==> src/rtl/fb_pkg.sv <==
// Shared framebuffer geometry, the queued-write entry type and the pixel-to-word address map.
package fb_pkg;

  localparam int SCREEN_W    = 640;
  localparam int SCREEN_H    = 480;
  localparam int FRAME_WORDS = 307200;
  localparam int FB_ADDR_W   = 20;
  localparam int FB_DATA_W   = 16;

  typedef struct packed {
    logic [FB_ADDR_W-1:0] addr;
    logic [FB_DATA_W-1:0] data;
  } fb_entry_t;

  // y*640 is formed as (y<<9)+(y<<7) so no multiplier is needed.
  function automatic logic [FB_ADDR_W-1:0] pixel_addr(input logic       back_frame,
                                                      input logic [9:0] x,
                                                      input logic [9:0] y);
    logic [FB_ADDR_W-1:0] base;
    logic [FB_ADDR_W-1:0] yy;
    base = back_frame ? FB_ADDR_W'(FRAME_WORDS) : '0;
    yy   = FB_ADDR_W'(y);
    return base + (yy << 9) + (yy << 7) + FB_ADDR_W'(x);
  endfunction

endpackage

==> src/rtl/fb_sync_fifo.sv <==
// Single-clock FIFO with registered storage and a show-ahead head; clear empties it at the next edge.
module fb_sync_fifo #(
  parameter type T     = logic,
  parameter int  DEPTH = 8,
  localparam int PTR_W = $clog2(DEPTH),
  localparam int CNT_W = PTR_W + 1
) (
  input  logic             clk,
  input  logic             clear,
  input  logic             push,
  input  T                 push_data,
  input  logic             pop,
  output T                 head,
  output logic [CNT_W-1:0] count,
  output logic             empty,
  output logic             full
);

  T                 mem [DEPTH];
  logic [PTR_W-1:0] wr_ptr_q, wr_ptr_d;
  logic [PTR_W-1:0] rd_ptr_q, rd_ptr_d;
  logic [CNT_W-1:0] count_q, count_d;
  logic             do_push, do_pop;

  assign empty   = (count_q == '0);
  assign full    = (count_q == CNT_W'(DEPTH));
  assign do_push = push && !full && !clear;
  assign do_pop  = pop && !empty && !clear;

  always_comb begin
    // NOTE: every always_comb output gets a default first so no path leaves it unassigned (no latch).
    wr_ptr_d = wr_ptr_q;
    rd_ptr_d = rd_ptr_q;
    count_d  = count_q;
    if (clear) begin
      wr_ptr_d = '0;
      rd_ptr_d = '0;
      count_d  = '0;
    end else begin
      // Pointers are exactly log2(DEPTH) wide, so they wrap modulo DEPTH on their own.
      if (do_push) wr_ptr_d = wr_ptr_q + 1'b1;
      if (do_pop)  rd_ptr_d = rd_ptr_q + 1'b1;
      count_d = count_q + CNT_W'(do_push) - CNT_W'(do_pop);
    end
  end

  always_ff @(posedge clk) begin
    // NOTE: sequential state uses non-blocking assignments so all flops update from pre-edge values.
    wr_ptr_q <= wr_ptr_d;
    rd_ptr_q <= rd_ptr_d;
    count_q  <= count_d;
  end

  // NOTE: storage is deliberately not reset; only the pointers and count define what is valid.
  always_ff @(posedge clk) begin
    if (do_push) mem[wr_ptr_q] <= push_data;
  end

  assign head  = mem[rd_ptr_q];
  assign count = count_q;

endmodule

==> src/rtl/fb_write_queue.sv <==
// Copy-engine write stage: maps pixels to back-buffer word addresses, queues them and drains on grant.
module fb_write_queue
  import fb_pkg::*;
#(
  parameter int DEPTH  = 8,
  parameter int ADDR_W = FB_ADDR_W,
  parameter int DATA_W = FB_DATA_W
) (
  input  logic              CLK,
  input  logic              RESET,
  input  logic [9:0]        program_x,
  input  logic [9:0]        program_y,
  input  logic [DATA_W-1:0] program_data,
  input  logic              program_write,
  output logic              program_ready,
  input  logic              current_frame,
  input  logic              flush,
  output logic [ADDR_W-1:0] sram_addr,
  output logic [DATA_W-1:0] sram_data,
  output logic              sram_we,
  input  logic              sram_grant,
  output logic              idle,
  output logic [15:0]       drop_count
);

  localparam int CNT_W = $clog2(DEPTH) + 1;
  localparam int OCC_W = CNT_W + 1;

  logic        stage1_valid_q, stage1_valid_d;
  fb_entry_t   stage1_q, stage1_d;
  logic [15:0] drop_count_q, drop_count_d;

  fb_entry_t        fifo_head;
  logic [CNT_W-1:0] fifo_count;
  logic             fifo_empty, fifo_full;
  logic [OCC_W-1:0] occupancy;
  logic             in_range, offered, accept, drop;

  // Ready leaves room for whatever sits in stage1, so its unconditional push can never overflow.
  assign occupancy     = OCC_W'(fifo_count) + OCC_W'(stage1_valid_q);
  assign program_ready = !fifo_full && (occupancy <= OCC_W'(DEPTH - 1));

  assign in_range = (program_x < 10'(SCREEN_W)) && (program_y < 10'(SCREEN_H));
  assign offered  = program_write && !flush;
  assign accept   = offered && program_ready && in_range;
  assign drop     = offered && !accept;

  always_comb begin
    stage1_valid_d = accept;
    stage1_d       = stage1_q;
    drop_count_d   = drop_count_q;
    if (accept) begin
      stage1_d.addr = pixel_addr(~current_frame, program_x, program_y);
      stage1_d.data = program_data;
    end
    if (drop && drop_count_q != 16'hFFFF) drop_count_d = drop_count_q + 16'd1;
  end

  always_ff @(posedge CLK) begin
    if (RESET) begin
      stage1_valid_q <= 1'b0;
      drop_count_q   <= '0;
    end else begin
      stage1_valid_q <= stage1_valid_d;
      drop_count_q   <= drop_count_d;
    end
    stage1_q <= stage1_d;
  end

  fb_sync_fifo #(
    .T     (fb_entry_t),
    .DEPTH (DEPTH)
  ) u_fifo (
    .clk       (CLK),
    .clear     (RESET || flush),
    .push      (stage1_valid_q),
    .push_data (stage1_q),
    .pop       (sram_we && sram_grant),
    .head      (fifo_head),
    .count     (fifo_count),
    .empty     (fifo_empty),
    .full      (fifo_full)
  );

  assign sram_we    = !fifo_empty;
  assign sram_addr  = fifo_head.addr;
  assign sram_data  = fifo_head.data;
  assign idle       = !stage1_valid_q && fifo_empty;
  assign drop_count = drop_count_q;

endmodule

==> config.mk <==
export PLATFORM = sky130hd
export DESIGN_NAME = fb_write_queue
export DESIGN_NICKNAME = d
export VERILOG_FILES = /design/src/rtl/fb_pkg.sv /design/src/rtl/fb_sync_fifo.sv /design/src/rtl/fb_write_queue.sv
export SDC_FILE = /design/constraint.sdc
export NUM_CORES = 1
export LEC_CHECK = 0
export BUFFER_PORTS_ARGS = -buffer_cell sky130_fd_sc_hd__buf_2
export CORE_ASPECT_RATIO = 1.5
export CORE_MARGIN = 2
export CORE_UTILIZATION = 30
export CTS_CLUSTER_DIAMETER = 100
export DETAILED_ROUTE_END_ITERATION = 8
export PLACE_DENSITY_LB_ADDON = 0.12
export SETUP_SLACK_MARGIN = 0.1
export SYNTH_ARGS = -nofsm -noshare
export SYNTH_HDL_FRONTEND = slang
export SYNTH_SLANG_ARGS = --single-unit
==> constraint.sdc <==
create_clock -name CLK -period 6.05 [get_ports CLK]
set_input_delay 0.9075 -clock CLK [delete_from_list [all_inputs] [get_ports CLK]]
set_output_delay 0.9075 -clock CLK [all_outputs]
set_load 0.02 [all_outputs]
==> flow_summary.json <==
{
  "drv_slew": 0,
  "syn_nets": 801,
  "whs_ps": 502,
  "drive_above_1_share": 0.332,
  "path_buf_inv": 2,
  "worst_setup_path_start_kind": "flop",
  "overflow": 0,
  "syn-instance-count": 723,
  "clk_pin_slew_worst_paths_ps": 60,
  "wl_per_cell_um": 20.9,
  "n_fill_cell": 4433,
  "cts_made_buffers": 38,
  "crit_type": "reg -> out",
  "start_util": 0.303,
  "drc": 0,
  "crit_path_cell_trace": "buf_4 > mux4_2 > mux2_2 > buf_2",
  "p_switching_mw": 1.01,
  "syn_area_um2": 14100,
  "synth_top_cell_area_share": 0.690,
  "setup-tns-final_ps": 0,
  "r2r_start": "u_fifo.count[2]",
  "routed_wl_um": 30700,
  "cts.path.max_buffers": 3,
  "fin_nets": 923,
  "io_buffers": 96,
  "clkPwrFrac": 0.444,
  "cp.arrival_ps": 3050,
  "antenna_cells": 0,
  "die_w_um": 181,
  "cts_hold_buf": 0,
  "worst_skew_pair.late_latency_ps": 530,
  "synth_most_common_cell": "edfxtp_1",
  "yosysWarnings": 0,
  "dr_total_vias": 6887,
  "syn-mean-instance-area_um2": 19.5,
  "firstDrtPassIters": 4,
  "sw_frac_of_total": 0.199,
  "vdd_ir_drop_max_mv": 0.185,
  "r2r_slack_ps": 3040,
  "ys_ff_latch": 354,
  "worst_slack_ps": 2090,
  "area_growth_pct": 17.6,
  "crit_fanout": 46,
  "setup_viol": 0,
  "grt_pass1_vias": 7494,
  "grt_setup_unrepaired": "no",
  "htreeDepth": 2,
  "die_h_um": 270,
  "rr_worst_depth": 8,
  "ctsResizeCount": 0,
  "fmax_ghz": 0.252,
  "grt.total_usage": 0.127,
  "hold_viol": 0,
  "drt-initial-drc-count": 365,
  "antenna_left": 0,
  "yosys-top-cells-area": "edfxtp_1 69%, mux4_2 11%, dfxtp_1 4.3%",
  "clock_skew_ps": 19.7,
  "cts_setup_buffers": 0,
  "dieArea_um2": 48800,
  "clockRootBuffer": "clkbuf_16",
  "period_needed_ps": 3960,
  "seq_area_um2": 10300,
  "period_share": 0.655,
  "ys_async_sr_fraction": 0,
  "slowest_stage": "dfxtp_4",
  "crit_family": "flip-flops",
  "fin_util": 0.356,
  "grt_pass1_wl_um": 46600,
  "dp_hpwl_um": 18400,
  "ys_seq_area_frac": 0.732,
  "num_rows": 97,
  "p_comb_frac": 0.026,
  "critPathCaptureType": "output pin",
  "cp.required_ps": 5140,
  "cts_tree": "done",
  "outcome": "finished, final reports clean",
  "core_um2": 46600,
  "grt_max_degree": 53,
  "synth_common_cells": "324 x edfxtp_1, 72 x mux4_2, 39 x mux2_2",
  "antenna_found_initial": 0,
  "hold_class": "reg -> reg",
  "crit_end": "sram_addr[2]",
  "max_stage_delay_ps": 1010,
  "yosys.area.top_type": "edfxtp_1",
  "slew_headroom": 0.251,
  "power-per-cell-area_nw_per_um2": 305,
  "r2r-end": "u_fifo.mem[1][10]",
  "globalplace.congestion": 0.673,
  "vias_per_cell": 4.69,
  "intPower_mw": 4.06,
  "synth_cell_types": 41,
  "cts_sinks": 354,
  "pin_count": 97,
  "tightest_slew_ps": 1120,
  "power.leakage_nw": 5.36,
  "synth_edf_count": 324,
  "multi_input_area_um2": 3640,
  "post-place-ws_ps": 2280,
  "crit_cells": 4,
  "synth_ff_type": "edfxtp_1",
  "seqPwrFrac": 0.530,
  "max-cap-violations": 0
}
## sequential cells by signal, indices dropped and copies added (netlist names), named ones only
| name | count |
|---|---|
| drop_count | 16 |
| stage1_q | 36 |
| stage1_valid_q | 1 |
| u_fifo.count | 4 |
| u_fifo.mem | 288 |
| u_fifo.rd_ptr_q | 3 |
| u_fifo.wr_ptr_q | 3 |
## routing by layer
layer,wire length (um),track usage,part of all wire
met1,12500,0.151,0.41
met2,16300,0.232,0.53
met3,1320,0.0230,0.043
met4,606,0.0379,0.020
met5,0,0,0
## worst min-delay path by stage
stage                    endpoint  slack (ps)  depth (start not counted)               start
finish              drop_count[9]         500                          2       drop_count[9]
floorplan                    flop         450                          2  u_fifo.rd_ptr_q[1]
CTS                 drop_count[9]         500                          2       drop_count[9]
global route                 flop         530                          2  u_fifo.rd_ptr_q[1]
detailed placement           flop         490                          2  u_fifo.rd_ptr_q[1]
global placement             flop         480                          2  u_fifo.rd_ptr_q[1]
## tightest hold or removal path, cell delays in order (launching register included)
cell and delay (ps):
dfxtp_1 330, o31ai_1 70, a21oi_1 60
## metrics by stage
stage / instance area (um2) / total power, mW / instances
floorplan: 14100 / 2.82 / 723
global placement: 15400 / 2.87 / 1399
detailed placement: 15400 / 2.87 / 1399
CTS: 16600 / 5.16 / 1467
global route: 16600 / 5.26 / 1467
finish: 16600 / 5.07 / 1467
## cell families after synthesis
kind of cell               after synthesis  synth area share
and+or+nand+nor                        102            0.0384
DFF                                    354             0.732
muxes                                  111             0.146
xor gates and xnor gates                14           0.00869
adders and majority gates               36            0.0351
AOI/OAI and AO/OA                       59            0.0260
buffers and inverters                   47            0.0134
## cell type report
cell class,count,area share
clock inverters,15,0.00747
multi-input cells,322,0.220
inverters,18,0.00407
repair buffers,111,0.0357
clock buffers,53,0.0652
flip-flops and latches,354,0.623
well taps,594,0.0448
## power groups by stage
stage          clock network, mW  logic [mW]  registers (mW)
2_1_floorplan                  0      0.0907            2.73
3_3_place_gp                   0       0.134            2.74
3_5_place_dp                   0       0.134            2.74
4_1_cts                     2.34       0.135            2.68
5_1_grt                     2.42       0.152            2.69
6_report                    2.25       0.132            2.68
## placed cells by master, fill, tap and decap left out, types with 3 or more instances in the layout
cell	synthesis	layout
clkinv_2	0	6
xnor2_1	6	6
mux2_2	39	39
or3_1	4	4
buf_2	10	96
nor2_1	24	18
xor2_1	8	8
o31ai_1	10	10
nand2b_1	5	5
nor2_4	0	6
fa_1	6	6
nand4_1	6	6
clkbuf_16	0	41
inv_1	18	18
a21o_1	3	3
nand2_1	17	17
dfxtp_1	30	27
o21ai_0	10	10
clkbuf_1	17	11
nand3_1	8	8
edfxtp_1	324	324
nor3_1	10	8
buf_4	0	15
ha_1	30	30
mux4_2	72	72
clkinv_1	0	5
nor2b_1	5	5
or4_1	10	10
a21oi_1	24	24
Power figures use the tool's default switching activity.
